$ cat config.mk
export PLATFORM = sky130hd
export DESIGN_NAME = axis_packet_arbiter
export DESIGN_NICKNAME = d
export VERILOG_FILES = /design/src/rtl/axis_pkg.sv /design/src/rtl/axis_register.sv /design/src/rtl/axis_packet_arbiter.sv
export SDC_FILE = /design/constraint.sdc
export NUM_CORES = 1
export LEC_CHECK = 0
export CAP_MARGIN = 15
export CORE_MARGIN = 2
export CORE_UTILIZATION = 48
export DETAILED_ROUTE_END_ITERATION = 8
export PLACE_DENSITY = 0.88
export SLEW_MARGIN = 40
export SYNTH_ARGS = -nofsm -noshare
export SYNTH_HDL_FRONTEND = slang
export SYNTH_SLANG_ARGS = --single-unit
$ cat constraint.sdc
create_clock -name clk -period 1.7 [get_ports clk]
set_input_delay 0.255 -clock clk [delete_from_list [all_inputs] [get_ports clk]]
set_output_delay 0.255 -clock clk [all_outputs]
set_load 0.02 [all_outputs]
$ cat src/rtl/axis_pkg.sv
// Shared types and helpers for the AXI-Stream packet arbiter.
// Arbiter FSM state encoding and grant-width helper.
package axis_pkg;

  typedef enum logic {
    ARB_IDLE,
    ARB_BUSY
  } arb_state_t;

  function automatic int arb_grant_bits(input int n);
    int c;
    c = $clog2(n);
    return (c < 1) ? 1 : c;
  endfunction

endpackage

$ cat src/rtl/axis_register.sv
// Full-throughput AXI-Stream register slice with a one-entry skid buffer.
// s_tready depends only on internal state, so no path from m_tready.
module axis_register #(
  parameter int DATA_W = 8,
  parameter int USER_W = 1
) (
  input  logic              clk,
  input  logic              aresetn,
  output logic              s_tready,
  input  logic              s_tvalid,
  input  logic              s_tlast,
  input  logic [DATA_W-1:0] s_tdata,
  input  logic [USER_W-1:0] s_tuser,
  input  logic              m_tready,
  output logic              m_tvalid,
  output logic              m_tlast,
  output logic [DATA_W-1:0] m_tdata,
  output logic [USER_W-1:0] m_tuser
);

  localparam int PW = DATA_W + USER_W + 1;

  logic [PW-1:0] s_pay;
  logic [PW-1:0] m_q;
  logic [PW-1:0] skid_q;
  logic          m_v;
  logic          skid_v;

  assign s_pay    = {s_tlast, s_tuser, s_tdata};
  assign s_tready = !skid_v;

  always_ff @(posedge clk or negedge aresetn) begin
    if (!aresetn) begin
      m_q    <= '0;
      skid_q <= '0;
      m_v    <= 1'b0;
      skid_v <= 1'b0;
    end else if (skid_v) begin
      if (m_tready) begin
        m_q    <= skid_q;
        skid_v <= 1'b0;
      end
    end else if (!m_v || m_tready) begin
      m_v <= s_tvalid;
      if (s_tvalid) m_q <= s_pay;
    end else if (s_tvalid) begin
      // output stalled: park the accepted beat
      skid_q <= s_pay;
      skid_v <= 1'b1;
    end
  end

  assign m_tvalid = m_v;
  assign m_tlast  = m_q[PW-1];
  assign m_tuser  = m_q[PW-2 -: USER_W];
  assign m_tdata  = m_q[DATA_W-1:0];

endmodule

$ cat src/rtl/axis_packet_arbiter.sv
// Packet-aware round-robin merge of NUM_STREAMS AXI-Stream inputs.
// Define AXIS_ARB_TID_EN to add axis_o_tid carrying the source index.
module axis_packet_arbiter
  import axis_pkg::*;
#(
  parameter  int AXIS_BYTES     = 1,
  parameter  int AXIS_USER_BITS = 1,
  parameter  int NUM_STREAMS    = 2,
  localparam int GRANT_BITS     = arb_grant_bits(NUM_STREAMS)
) (
  input  logic                                  clk,
  input  logic                                  aresetn,
  output logic [NUM_STREAMS-1:0]                axis_i_tready,
  input  logic [NUM_STREAMS-1:0]                axis_i_tvalid,
  input  logic [NUM_STREAMS-1:0]                axis_i_tlast,
  input  logic [NUM_STREAMS*AXIS_BYTES*8-1:0]   axis_i_tdata,
  input  logic [NUM_STREAMS*AXIS_USER_BITS-1:0] axis_i_tuser,
  input  logic                                  axis_o_tready,
  output logic                                  axis_o_tvalid,
  output logic                                  axis_o_tlast,
  output logic [AXIS_BYTES*8-1:0]               axis_o_tdata,
`ifdef AXIS_ARB_TID_EN
  output logic [AXIS_USER_BITS-1:0]             axis_o_tuser,
  output logic [GRANT_BITS-1:0]                 axis_o_tid
`else
  output logic [AXIS_USER_BITS-1:0]             axis_o_tuser
`endif
);

  localparam int DW = AXIS_BYTES * 8;
  localparam int UW = AXIS_USER_BITS;
`ifdef AXIS_ARB_TID_EN
  localparam int RUW = UW + GRANT_BITS;
`else
  localparam int RUW = UW;
`endif

  arb_state_t            state;
  arb_state_t            state_nxt;
  logic [GRANT_BITS-1:0] grant;
  logic [GRANT_BITS-1:0] grant_nxt;
  logic [GRANT_BITS-1:0] rr_ptr;
  logic [GRANT_BITS-1:0] rr_nxt;

  logic                  found;
  logic [GRANT_BITS-1:0] pick;
  logic [GRANT_BITS-1:0] idx;
  logic [GRANT_BITS:0]   sum;

  logic                  busy;
  logic                  sel_valid;
  logic                  sel_last;
  logic [DW-1:0]         sel_data;
  logic [UW-1:0]         sel_user;
  logic [RUW-1:0]        reg_user_in;
  logic [RUW-1:0]        reg_user_out;
  logic                  reg_ready;
  logic                  s_valid;
  logic                  accept;

  // first valid stream after rr_ptr, wrapping
  always_comb begin
    found = 1'b0;
    pick  = '0;
    idx   = '0;
    sum   = '0;
    for (int k = 1; k <= NUM_STREAMS; k++) begin
      sum = {1'b0, rr_ptr} + (GRANT_BITS+1)'(k);
      if (sum >= (GRANT_BITS+1)'(NUM_STREAMS))
        sum = sum - (GRANT_BITS+1)'(NUM_STREAMS);
      idx = sum[GRANT_BITS-1:0];
      if (!found && axis_i_tvalid[idx]) begin
        found = 1'b1;
        pick  = idx;
      end
    end
  end

  assign busy      = (state == ARB_BUSY);
  assign sel_valid = axis_i_tvalid[grant];
  assign sel_last  = axis_i_tlast[grant];
  assign sel_data  = axis_i_tdata[int'(grant)*DW +: DW];
  assign sel_user  = axis_i_tuser[int'(grant)*UW +: UW];
  assign s_valid   = busy && sel_valid;
  assign accept    = s_valid && reg_ready;

  always_comb begin
    axis_i_tready = '0;
    if (busy) axis_i_tready[grant] = reg_ready;
  end

  always_ff @(posedge clk or negedge aresetn) begin
    if (!aresetn) begin
      state  <= ARB_IDLE;
      grant  <= '0;
      rr_ptr <= GRANT_BITS'(NUM_STREAMS - 1);
    end else begin
      state  <= state_nxt;
      grant  <= grant_nxt;
      rr_ptr <= rr_nxt;
    end
  end

  always_comb begin
    state_nxt = state;
    grant_nxt = grant;
    rr_nxt    = rr_ptr;
    unique case (state)
      ARB_IDLE: begin
        if (found) begin
          grant_nxt = pick;
          state_nxt = ARB_BUSY;
        end
      end
      ARB_BUSY: begin
        if (accept && sel_last) begin
          rr_nxt    = grant;
          state_nxt = ARB_IDLE;
        end
      end
      default: state_nxt = ARB_IDLE;
    endcase
  end

`ifdef AXIS_ARB_TID_EN
  assign reg_user_in = {grant, sel_user};
  assign axis_o_tid  = reg_user_out[RUW-1 -: GRANT_BITS];
`else
  assign reg_user_in = sel_user;
`endif
  assign axis_o_tuser = reg_user_out[UW-1:0];

  axis_register #(
    .DATA_W (DW),
    .USER_W (RUW)
  ) u_out_reg (
    .clk      (clk),
    .aresetn  (aresetn),
    .s_tready (reg_ready),
    .s_tvalid (s_valid),
    .s_tlast  (sel_last),
    .s_tdata  (sel_data),
    .s_tuser  (reg_user_in),
    .m_tready (axis_o_tready),
    .m_tvalid (axis_o_tvalid),
    .m_tlast  (axis_o_tlast),
    .m_tdata  (axis_o_tdata),
    .m_tuser  (reg_user_out)
  );

endmodule

### Word-level counts from Yosys, hierarchy flattened

Cells that the tools add are included.

| storage, ports and cells | value |
|---|---|
| bits in registers | 25 |
| input port bits | 25 |
| output and inout bits | 13 |
| logic and storage cells | 68 |

| cells by class | value |
|---|---|
| add/sub/neg operators | 4 |
| magnitude comparators | 6 |
| eq/ne operators | 1 |
| shift-type cells | 2 |
| mux-type cells | 28 |
| bitwise operators | 4 |
| reduce and logical (&&, ||, !) cells | 16 |

Operators with widths:

| kind | count |
|---|---|
| 2-to-1 mux 10 bit | 4 |
| 2-to-1 mux 1 bit | 21 |
| indexed part select 16 x 5 -> 8 bit | 1 |
| less-than comparator 1 x 2 -> 1 bit, second input constant | 3 |
| AND reduction 2 bit | 3 |
| AND reduction 3 bit | 2 |
| logical AND 1 bit | 5 |
| greater-or-equal comparator 2 bit, second input constant | 2 |
| nonzero test 2 bit | 2 |
| logical NOT 1 bit | 3 |
| inverter 1 bit | 3 |
| adder 1 x 1 -> 2 bit, second input constant | 1 |
| adder 1 x 2 -> 2 bit, second input constant | 1 |
| AND 2 bit | 1 |
| 2-to-1 mux 2 bit | 1 |
| inequality test 2 bit, second input constant | 1 |
| one-hot mux 1 bit (2 select lines) | 1 |
| indexed part select 2 x 2 -> 1 bit | 1 |
| subtractor 1 bit, second input constant | 2 |
| demux 1 bit (select 1 bit) | 1 |
| greater-or-equal comparator 1 bit, second input constant | 1 |
| logical OR 1 bit | 1 |

### Logic depth before layout (Yosys ltp)

Gate-level depths: netlist of the first run.

| depth | value |
|---|---|
| word-level depth | 11 |
| depth in mapped cells | 5 |
| gate-level depth less buffers | 3 |

### By module

A second synthesis of the first run with hierarchy kept.

| second synthesis, totals | value |
|---|---|
| cell total of the unflattened synthesis | 95 |
| area total of the unflattened synthesis | 1335.0 um^2 |

Modules (own cells, without submodules):

| module | times used | cells an instance | area each (um^2) | sequential area each (um^2) |
|---|---|---|---|---|
| axis_register | 1 | 65 | 1027.2 | 550.5 |
| axis_packet_arbiter | 1 | 30 | 307.8 | 76.3 |

### Least setup slack after synthesis of the first run

OpenSTA, ideal clock, no wires.

| timing path | value |
|---|---|
| kind | register to register |
| from | register u_out_reg.skid_v |
| to | register u_out_reg.skid_q[0] |
| library setup time | 125 ps |
| arrival time | 1418 ps |
| required time | 1575 ps |
| path slack | 157 ps |
| stages on the path, launching flop included | 5 |
| path buffers | 1 |
| period minus slack after synthesis | 1543 ps |
| path through | dfrtp_1 > nand2b_1 > clkbuf_2 > nor3_4 > mux2_2 |

| between the ends | value |
|---|---|
| longest elaborated chain between the ends | 2 |

Ends and longest elaborated chain:

| what | RTL line | source |
|---|---|---|
| start, declared | axis_register.sv:27 | `logic skid_v;` |
| start signal, assigned | axis_register.sv:37 | `skid_v <= 1'b0;` |
| start signal, assigned | axis_register.sv:41 | `skid_v <= 1'b0;` |
| start signal, assigned | axis_register.sv:49 | `skid_v <= 1'b1;` |
| inverter 1 bit (no source line) | -- |  |
| AND reduction 3 bit (no source line) | -- |  |
| end signal, assigned | axis_register.sv:48 | `skid_q <= s_pay;` |
| end, declared | axis_register.sv:25 | `logic [PW-1:0] skid_q;` |

Every way passes these cells.
A chain may end at the register's enable or synchronous reset.

### Final worst setup path of the first run

| timing path | value |
|---|---|
| from | register u_out_reg.m_q[0] |
| to | output port axis_o_tdata[0] |

RTL lines:

| what | RTL line | source |
|---|---|---|
| start, declared | axis_register.sv:24 | `logic [PW-1:0] m_q;` |
| start signal, assigned | axis_register.sv:40 | `m_q <= skid_q;` |
| start signal, assigned | axis_register.sv:45 | `if (s_tvalid) m_q <= s_pay;` |
| end, declared | axis_packet_arbiter.sv:21 | `output logic [AXIS_BYTES*8-1:0] axis_o_tdata,` |

No word-level cell between the ends.

==> run metrics, run 1 <==
Via density 5.92; P_leak 0.000837 uW; met3 routed WL 182 um; HP Class primary input to asynchronous set/reset pin; Critical-path top delay cell clkdlybuf4s50_1; critical path depth in cells 1; Layout area overhead 37.6%; fin. max-slew vios 0; final routed DRC violation total 0; initial DRC count 40; Initial Util 50.9%; r2r worst-path depth 5; normalized max-slew margin 51.5%; Final Core Density 70.0%; largest net degree at the start of global routing 26; Layout Nets 204; pre-CTS WS -0.0781 ns; Peak Freq 611 MHz; final setup margin 0.0634 ns; Worst-path clk slew 0.14 ns; WP buf/inv 1; CTS tree built; Total Routing Usage GR 23.4%; distinct cell type count after synthesis 23; layout cells sized above 1 29.2%; crit path DAT 1.38 ns; CP Capture Point axis_o_tdata[0]; initial antenna violation count 0; Post-Syn Area 1420 um^2; unrepaired setup endpoints after global routing false; Critical Path Source u_out_reg.m_q[0]$_DFFE_PN0P_; CTS Buf Count 3; TritonRoute pass-1 iters 4; Setup Viol. Count Final 0; hold slack 0.269 ns; M1 WL 1.58 mm; period utilization 96.3%; Yosys reg bits 25; Clock Path Buffers 2; DIE AREA 3400 um^2; Synth area leaders dfrtp_1, mux2_2, mux2i_1, o2bb2ai_1, a211oi_1; clock latency at the later pin of the worst-skew pair 0.33 ns; syn avg cell area 11.0 um^2; Ports 38; Worst Setup End Kind output port; Crit Path Class register to output port; Critical Path Source Type register; Routed WL 3.51 mm; total power 3450 uW; fill count 204; r2r startpoint u_out_reg.skid_v$_DFF_PN0_; Post-Synthesis Cells 129; Ys Warns 0; crit-path cells clkdlybuf4s50_1; Hold Vio Cnt, Final 0; Crit path max-delay family buffers and inverters; most common cell after layout, fill and taps aside clkdlybuf4s50_1; Worst-Margin Slew 0.726 ns; antenna-violating nets left 0; area of the core 2780 um^2; H-tree depth 1; uppermost layer routed met4; die height 58.3 um; Syn Nets 154; CTS Sinks 25; Clock Skew 0.00693 ns; Seq/Total Area, Yosys 44.3%; dpl hpwl 2.61 mm; Rows 19; vias in the first global route 1284; CTS Root Cell clkbuf_4; Diodes inserted 0; power per cell area 1770 nW/um^2; most frequent cells in the layout clkdlybuf4s50_1, dfrtp_1, mux2_2; flop2flop setup slack 0.07 ns; Peak VDD IR 0.00130 V; GPL Wtd Cong 0.873; Final TNS setup 0 ns; r2r endpoint u_out_reg.skid_q[1]$_DFFE_PN0P_; final worst path period need 1.64 ns; Vias 1238; status completed; slowest stage delay, CP 0.63 ns; DIE WIDTH 58.3 um; first-pass GRT wire length 6.15 mm; GRT overflow 0; Yosys top cell area share 42.4%; metal2 WL 1.72 mm; crit-path max FO 4; port bufs 37; leading area contributor after synthesis dfrtp_1; cts hold-fix bufs 0; Max-Cap Viols 0; CP required 1.44 ns; wire per inst 16.8 um
[sequential cells by signal (all words and copies together), names as in the netlist]
register            cells
u_out_reg.skid_v        1
grant                   1
u_out_reg.m_tvalid      1
rr_ptr                  1
busy                    1
u_out_reg.skid_q       10
u_out_reg.m_q          10
[power breakdown]
group          switching, uW  internal, uW
clock                    182          88.3
combinational            976          1010
sequential               280           912
[cell type report]
type | instances | area [um^2] | area share [%]
multi-input cells | 90 | 728 | 37.4
flip-flops and latches | 25 | 628 | 32.3
repair buffers | 56 | 513 | 26.3
well taps | 31 | 38.8 | 1.99
clock buffers | 3 | 22.5 | 1.16
inverters | 3 | 11.3 | 0.578
clock inverters | 1 | 5.00 | 0.257
[per-stage QoR]
stage / area [um^2] / cells
2_1_floorplan: 1420 / 129
3_3_place_gp: 1920 / 205
3_5_place_dp: 1920 / 205
4_1_cts: 1940 / 209
5_1_grt: 1950 / 209
6_report: 1950 / 209
[logic make-up (layout without fill, tap and decap cells)]
family | count (synthesis) | in the layout | share of synthesized area, %
AOI/OAI and AO/OA | 24 | 24 | 13.4
buffers and inverters | 14 | 63 | 4.42
DFF | 25 | 25 | 44.3
muxes | 33 | 33 | 25.6
and+or+nand+nor | 33 | 33 | 12.4
[layer usage]
metal	global-route usage (%)	up-vias
li1	-	586
met1	32.8	602
met5	0	-
met3	3.52	3
met4	5.65	0
met2	38.4	47
[repair_timing]
| action | in CTS | in global routing |
|---|---|---|
| gates resized for setup | 4 | 8 |
| buffers inserted | 0 | 0 |
| endpoints found under the setup margin | 2 | 12 |
| endpoints found under the hold margin | 0 | 0 |
[worst min path at each step]
stage                                               start                         endpoint  cells after the start
after global placement    u_out_reg.skid_q[8]$_DFFE_PN0P_  u_out_reg.skid_q[8]$_DFFE_PN0P_                      1
final                                             aresetn   u_out_reg.m_tvalid$_DFFE_PN0P_                      2
after CTS                                         aresetn  u_out_reg.skid_q[1]$_DFFE_PN0P_                      2
after global routing                              aresetn     u_out_reg.m_q[4]$_DFFE_PN0P_                      2
after detailed placement  u_out_reg.skid_q[0]$_DFFE_PN0P_  u_out_reg.skid_q[0]$_DFFE_PN0P_                      1
after floorplan                                   aresetn                   busy$_DFF_PN0_                      0
[cell usage after synthesis, drive strengths merged]
cell type and n:
dfrtp 24, mux2 22, nor2 13, mux2i 11
a211oi 10, nor4 10, o2bb2ai 10, clkbuf 6
buf 5, inv 3, nand2 3, nor3 3
nand2b 2, o21ai 2, a31oi 1, a32o 1
dfstp 1, nor2b 1, nor3b 1
Power figures use the tool's default switching activity.
==> inputs of run 2 (changes only) <==
CORE_ASPECT_RATIO = 1.5   (was default)
==> run 2 against run 1 <==
Sequential share of layout area shrank 0.37 points. Largest cell class unchanged. Total power grew 4.5%. Combinational power grew 4%. Maximum frequency shrank 0.41%. Sequential power is essentially flat. Critical path depth grew 4. Global-route usage grew 1.5 points. Non-clock buffer count shrank 2. Worst setup slack lost 0.0067 ns. Register-to-register slack is essentially flat. Critical endpoint is now u_out_reg.skid_q[9]$_DFFE_PN0P_. Critical path type is now register to register. Wire length grew 12%.
==> run metrics, run 2 (synthesis gave the netlist of run 1 again) <==
HP Class primary input to asynchronous set/reset pin; final worst path period need 1.64 ns; Worst-Margin Slew 0.488 ns; first-pass GRT wire length 6.66 mm; wire per inst 18.4 um; dpl hpwl 2.79 mm; met2 Use GR 44.1%; H-tree depth 1; Critical Path Source Type register; status completed; most frequent cells in the layout clkdlybuf4s50_1, dfrtp_1, mux2_2; cts hold-fix bufs 0; DIE AREA 3410 um^2; final routed DRC violation total 0; port bufs 37; area of the core 2850 um^2; CTS tree built; Peak VDD IR 0.000836 V; antenna-violating nets left 0; Worst Setup End Kind register; Rows 24; CTS Root Cell clkbuf_8; number of setup buffers added after CTS 0; TritonRoute pass-1 iters 4; met3 GRT Util 4.91%; r2r endpoint u_out_reg.skid_q[9]$_DFFE_PN0P_; Peak Freq 609 MHz; Ports 38; DP Area 1920 um^2; initial antenna violation count 0; Vias 1284; Crit Path Class register to register; Layout Nets 202; crit path DAT 1.79 ns; fin. max-slew vios 0; Max-Cap Viols 0; r2r startpoint u_out_reg.skid_v$_DFF_PN0_; GRT busiest layer met2; Finished Cell Area 1970 um^2; CTS Buf Count 3; Diodes inserted 0; Clock Skew 0.00323 ns; P_leak 0.000809 uW; Clock Path Buffers 2; Critical Path Source u_out_reg.skid_v$_DFF_PN0_; GRT overflow 0; CP Capture Point u_out_reg.skid_q[9]$_DFFE_PN0P_; unrepaired setup endpoints after global routing false; most common cell after layout, fill and taps aside clkdlybuf4s50_1; Initial Util 49.6%; Layout area overhead 39.2%; DIE WIDTH 48.3 um; biggest regs u_out_reg.m_q (10), u_out_reg.skid_q (10); total power 3610 uW; GPL Wtd Cong 0.806; GR Util met1 29.0%; Routed WL 3.95 mm; clock latency at the later pin of the worst-skew pair 0.26 ns; Worst-path clk slew 0.09 ns; vias in the first global route 1387; initial DRC count 31; layout cells sized above 1 26.7%; power per cell area 1830 nW/um^2; Setup Viol. Count Final 0; Via density 5.97; CP required 1.85 ns; flop2flop setup slack 0.06 ns; period utilization 96.7%; crit-path max FO 8; normalized max-slew margin 67.3%; largest net degree at the start of global routing 26; fill count 204; Hold Vio Cnt, Final 0; CTS Sinks 25; hold slack 0.353 ns; r2r worst-path depth 5; Total Routing Usage GR 24.9%; die height 70.5 um
-- run 2: cell type report --
class	instances	area (um^2)	area share (%)
inverter	3	11.3	0.572
sequential	25	628	31.9
clock buffer	4	45.0	2.29
multi-input combinational	90	728	37.0
timing repair buffer	54	508	25.8
tap	39	48.8	2.48
-- run 2: metrics by stage --
step                      std cells  utilization (%)  setup TNS [ns]  worst slack (ns)
final                           215             69.0               0            0.0567
after global placement          211             67.4         -0.0845           -0.0313
after detailed placement        211             67.4           -1.05            -0.147
after global routing            215             69.0               0           0.00325
after floorplan                 129                -               0             0.157
after CTS                       215             68.9               0            0.0509
-- run 2: layer usage --
metal  vias to the layer above  share of wire [%]
met3                        13                5.5
met4                         0                3.2
met2                        51                 53
li1                        575                  -
met5                         -                  0
met1                       645                 38
-- run 2: worst min path at each step --
| stage | from | cells past startpoint | slack (ns) | end |
|---|---|---|---|---|
| floorplan | aresetn | 0 | -0.04 | busy$_DFF_PN0_ |
| global placement | u_out_reg.skid_q[2]$_DFFE_PN0P_ | 1 | 0.49 | u_out_reg.skid_q[2]$_DFFE_PN0P_ |
| detailed placement | u_out_reg.skid_q[1]$_DFFE_PN0P_ | 1 | 0.50 | u_out_reg.skid_q[1]$_DFFE_PN0P_ |
| CTS | aresetn | 2 | 0.37 | u_out_reg.m_q[5]$_DFFE_PN0P_ |
| global route | aresetn | 2 | 0.38 | u_out_reg.m_tvalid$_DFFE_PN0P_ |
| finish | aresetn | 2 | 0.35 | u_out_reg.m_q[0]$_DFFE_PN0P_ |
-- run 2: report_power, final --
| group | switching [uW] | total [uW] | leakage [uW] | internal (uW) |
|---|---|---|---|---|
| Clock | 181 | 349 | 0.0000228 | 167 |
| Combinational | 1030 | 2060 | 0.000496 | 1030 |
| Sequential | 283 | 1200 | 0.000290 | 916 |
-- run 2: what timing repair did --
action	4_1_cts	5_1_grt
endpoints found under the setup margin	2	1
hold endpoints to repair	0	0
pin swaps	0	0
resized for setup	3	1
-- run 2: worst max-delay path, cell delays in order, from the launching register on --
cell,delay [ns]
dfrtp_1,0.38
nand2b_1,0.21
buf_4,0.20
nor3_4,0.21
buf_4,0.18
mux2_2,0.35
==> RTL edit 1 (flow settings as in run 2) <==
Build with the macro `AXIS_ARB_TID_EN` defined.
--- a/src/rtl/axis_packet_arbiter.sv
+++ b/src/rtl/axis_packet_arbiter.sv
@@ -1,4 +1,6 @@
 // Packet-aware round-robin merge of NUM_STREAMS AXI-Stream inputs.
 // Define AXIS_ARB_TID_EN to add axis_o_tid carrying the source index.
+`define AXIS_ARB_TID_EN
+
 module axis_packet_arbiter
   import axis_pkg::*;
Behaviour (old outputs only; new: axis_o_tid): same outputs for any inputs over 10 cycles, from zero or initial values and one cycle with aresetn low; that may be too few to reach the edited logic, so the function may still have changed.
==> RTL edit 1 against run 2 <==
Worst setup slack improved by 0.059 ns. Routed wire length decreased by 20%. Critical path depth fell by 4. Maximum frequency up 3.7%. Final area fell by 2.5%. Register-to-register slack gained 0.10 ns. Die area fell by 1.2%. Area after synthesis shrank 1.2%. Sequential cell count up 2. Power shrank 3.3%.
==> RTL edit 1: results (changes against run 2) <==
post-cts-setup-buffers: 0  # unchanged
path_delay_family: "buffers and inverters"
grt_first_pass_wirelength_um: 5340  # -20%
grt_max_degree: 28  # +7.7%
leakage_nw: 0.823  # +1.8%
drive_above_1_share_pct: 13.6  # -13 points
ff2ff_setup_slack_ns: 0.16  # +0.10 ns
status: "completed"
hp-class: "in2async"
drt-vias-per-instance: 5.36  # -10%
dp.cells: 212  # +0.47%
synthTopCellsByCount: "26 x dfrtp_1, 21 x mux2i_1, 16 x nor2_1"
ir_worst_vdd_v: 0.00108  # +29%
synth.area.top_cells: "dfrtp_1 47%, mux2i_1 15%, o21a_1 5.9%, a22oi_1 5.4%, a21oi_1 5.0%"
critical_path_peak_fanout: 5  # -3
routedWlPerCell_um: 14.7  # -20%
worstRegToRegCells: 5  # unchanged
htree_levels: 1  # unchanged
ys_seq_area_share_pct: 48.4  # +4.1 points
pre_cts_ws_ns: -0.0220  # +0.125 ns
fin_cells: 216  # +0.47%
yosys_warnings: 0  # unchanged
diodes: 0  # unchanged
syn_area_per_cell_um2: 10.8  # -2.0%
reg_top3: "u_out_reg.m_q: 11 flops, u_out_reg.skid_q: 11 flops"
fin_worst_skew_ns: 0.00102  # -0.00221 ns
cp_data_arrival_time_ns: 1.33  # -0.46 ns
crit_path_top_delay_cell: "clkdlybuf4s50_1"
synth_fp_nets: 155  # +0.65%
synthDistinctLibCells: 26  # +13%
synth_async_sr_flop_share_pct: 100  # unchanged
final_antenna_net_count: 0  # unchanged
first_iter_violations: 18  # -42%
startpoint: "u_out_reg.m_tvalid"
timing.slew.headroom_pct: 77.4  # +10 points
grt_pass1_vias: 1241  # -11%
cts.root.buffer_cell: "clkbuf_8"
timing.rr.start: "u_out_reg.skid_v"
cts_made_buffers: 3  # unchanged
cpPeakStageDelay_ns: 0.63  # +0.25 ns
finalWeightedCongestion: 0.861  # +6.8%
dr.pass1.iters: 4  # unchanged
clk_latency_ns: 0.27
r2r_end: "rr_ptr"
io_buffers: 38  # +2.7%
hpwl_um: 2470  # -12%
grtUsageTotal_pct: 22.2  # -2.7 points
post_cts_resized: 3  # unchanged
final_nets: 203  # +0.50%
antenna_found_initial: 0  # unchanged
clk_pin_slew_worst_paths_ns: 0.08
clock_path_buffers: 2  # unchanged
==> RTL edit 1: cell count changes in the layout (fill, tap and decap cells not counted), sizes merged, moves of 2 or more <==
cell / before / now
a211oi: 10 / 0
a21oi: 0 / 14
a22oi: 0 / 10
buf: 17 / 13
dfrtp: 24 / 26
mux2: 22 / 2
mux2i: 11 / 22
nor2: 13 / 17
nor4: 10 / 0
o21a: 0 / 11
o2bb2ai: 10 / 0
==> RTL edit 1: area by class of cell <==
cell class | count | area, um2
fillers | 232 | 932
inverters | 3 | 11.3
clock buffers | 4 | 45.0
well taps | 39 | 48.8
repair buffers | 51 | 475
flip-flops and latches | 27 | 678
multi-input cells | 92 | 662
==> RTL edit 1: per-layer routing <==
layer,global-route usage (%),share of wire [%]
met4,11.1,2.5
met1,26.5,40
met2,35.6,53
met3,4.65,3.7
met5,0,0
==> RTL edit 1: worst max path at each step <==
| stage | endpoint | slack [ns] | cells past startpoint |
|---|---|---|---|
| after floorplan | rr_ptr | 0.26 | 5 |
| after global placement | rr_ptr | 0.005 | 5 |
| after detailed placement | rr_ptr | -0.02 | 5 |
| after CTS | axis_o_tvalid | 0.11 | 1 |
| after global routing | axis_o_tid | 0.06 | 1 |
| final | axis_o_tvalid | 0.12 | 1 |
==> RTL edit 1: stage by stage <==
stage                     utilization, %  hold WS [ns]  setup TNS, ns  area, um2  total power [W]
after global routing                67.3         0.374              0       1920          0.00375
after CTS                           67.3         0.351              0       1920          0.00352
final                               67.3         0.340              0       1920          0.00349
after detailed placement            65.8         0.513        -0.0220       1880          0.00318
after floorplan                        -       -0.0406              0       1400          0.00240
after global placement              65.8         0.498              0       1880          0.00308
==> RTL edit 1: logic make-up after synthesis <==
kind of cell	synth area share, %
AOI/OAI and AO/OA	18.5
and+or+nand+nor	10.6
DFF	48.4
muxes	18.3
buffers and inverters	4.21
==> RTL edit 1: report_power, final <==
part | switching, W | internal [W] | leakage [nW]
clock network | 0.000188 | 0.000168 | 0.0228
logic | 0.000931 | 0.000960 | 0.499
registers | 0.000262 | 0.000978 | 0.302
==> RTL edit 2 (flow settings as in run 2) <==
Made on the original files. Make the reset (`aresetn`) synchronous in 2 clocked blocks.
--- a/src/rtl/axis_register.sv
+++ b/src/rtl/axis_register.sv
@@ -30,5 +30,5 @@
   assign s_tready = !skid_v;
 
-  always_ff @(posedge clk or negedge aresetn) begin
+  always_ff @(posedge clk) begin
     if (!aresetn) begin
       m_q    <= '0;
--- a/src/rtl/axis_packet_arbiter.sv
+++ b/src/rtl/axis_packet_arbiter.sv
@@ -90,5 +90,5 @@
   end
 
-  always_ff @(posedge clk or negedge aresetn) begin
+  always_ff @(posedge clk) begin
     if (!aresetn) begin
       state  <= ARB_IDLE;
Behaviour: differs if aresetn is asserted again (counterexample within 4 cycles, from zero or initial values and one cycle with aresetn low); with aresetn held inactive, the same outputs for 10 cycles.
==> RTL edit 2 against run 2 <==
Area after synthesis decreased by 9.4%. Clock skew grew 0.0031 ns. Highest routed layer unchanged. Largest cell class unchanged. Final area fell by 9.3%. Sequential cell count unchanged. Critical endpoint is now axis_i_tready[1]. Core utilization is 0.81 points lower. Worst setup slack improved by 0.033 ns. Routed wire length fell by 22%.
Power is not compared: it rests on default switching activity, and its combinational part moved more than twofold at a synthesized area within 25%.
==> RTL edit 2: results (changes against run 2) <==
status: "completed"
io_buffers: 37  # unchanged
fin_worst_skew_ns: 0.00631  # +0.00308 ns
routedWlPerCell_um: 14.3  # -22%
synth_fp_nets: 165  # +7.1%
leakage_nw: 0.713
cts.root.buffer_cell: "clkbuf_8"
finalWeightedCongestion: 0.728  # -9.7%
vias: 1141  # -11%
drive_above_1_share_pct: 13.5  # -13 points
synth.area.top_cells: "dfxtp_1 39%, mux2i_1 16%, nand2_1 9.7%, mux2_2 8.8%, o211ai_1 5.9%"
synth_async_sr_flop_share_pct: 0  # -100 points
hp-class: "reg2reg"
grt_max_degree: 46  # +77%
crit_path_top_delay_cell: "dfxtp_1"
reg_top3: "u_out_reg.m_q: 10 flops, u_out_reg.skid_q: 10 flops"
grt_first_pass_wirelength_um: 5060  # -24%
ys_seq_area_share_pct: 39.0  # -5.3 points
antenna_found_initial: 0  # unchanged
synthDistinctLibCells: 25  # +8.7%
critical_path_peak_fanout: 4  # -4
final_nets: 204  # +0.99%
placed_area_mm2: 0.00174  # -9.6%
grtUsageTotal_pct: 22.4  # -2.4 points
ir_worst_vdd_v: 0.000458
post_cts_resized: 2  # -1
htree_levels: 1  # unchanged
first_iter_violations: 31  # unchanged
cp_data_arrival_time_ns: 1.36  # -0.43 ns
synthTopCellsByCount: "33 x nand2_1, 25 x dfxtp_1, 20 x mux2i_1"
hpwl_um: 2290  # -18%
clk_latency_ns: 0.27
synth_flop_cell: "dfxtp_1"
cts_made_buffers: 3  # unchanged
tightest_slew_ns: 0.235  # -0.253 ns
## RTL edit 2: cell count changes after synthesis, sizes merged, moves of 11 or more
cell,delta
dfrtp,-24
dfxtp,+25
mux2,-11
nand2,+30
nor2,-13
## RTL edit 2: report_power, final
group	internal, W	switching [W]	total (W)	leakage (nW)
Sequential	0.000610	0.0000173	0.000627	0.203
Combinational	0.000163	0.000123	0.000287	0.483
Clock	0.000172	0.000204	0.000376	0.0261
Total	0.000945	0.000344	0.00129	0.713
## RTL edit 2: final timing paths
check	from	to	slack, ns	depth (start not counted)
setup / recovery	busy	axis_i_tready[1]	0.09	3
hold / removal	u_out_reg.skid_q[4]	u_out_reg.skid_q[4]	0.46	2
setup reg to reg	grant	u_out_reg.m_q[8]	0.23	4
hold reg to reg	u_out_reg.skid_q[4]	u_out_reg.skid_q[4]	0.46	2
## RTL edit 2: stage by stage
step / power [W] / util, % / setup slack, ns / cells
final: 0.00129 / 68.2 / 0.0899 / 215
after CTS: 0.00129 / 68.2 / 0.0830 / 215
after global placement: 0.000916 / 66.4 / 0.0396 / 211
after global routing: 0.00135 / 68.2 / 0.00328 / 215
after detailed placement: 0.000930 / 66.4 / -0.0247 / 211
after floorplan: 0.000787 / - / 0.345 / 140
## RTL edit 2: routing by layer
layer	track usage, %	part of all wire [%]
met5	0	0
met4	7.50	0.49
met3	2.41	3.6
met2	41.7	57
met1	25.2	39
## RTL edit 2: cell type report
cell class | count | area [um2]
clock buffers | 3 | 41.3
flip-flops and latches | 25 | 500
fillers | 201 | 832
clock inverters | 1 | 8.76
inverters | 2 | 7.51
well taps | 37 | 46.3
repair buffers | 46 | 474
multi-input cells | 101 | 708
## RTL edit 2: cell families (layout without fill, tap and decap cells)
group,count (synthesis),in the layout,synth area share (%)
mux,31,31,25.6
simple gates,50,50,18.3
buf+inv,14,52,5.76
compound gates,20,20,11.3
flops,25,25,39.0
## RTL edit 2: tightest hold or removal path: cells and delay by family (launching register included)
family	cells	cell delay (ns)
multiplexers	1	0.05
flip-flops	1	0.32
AND/OR/NAND/NOR	1	0.05
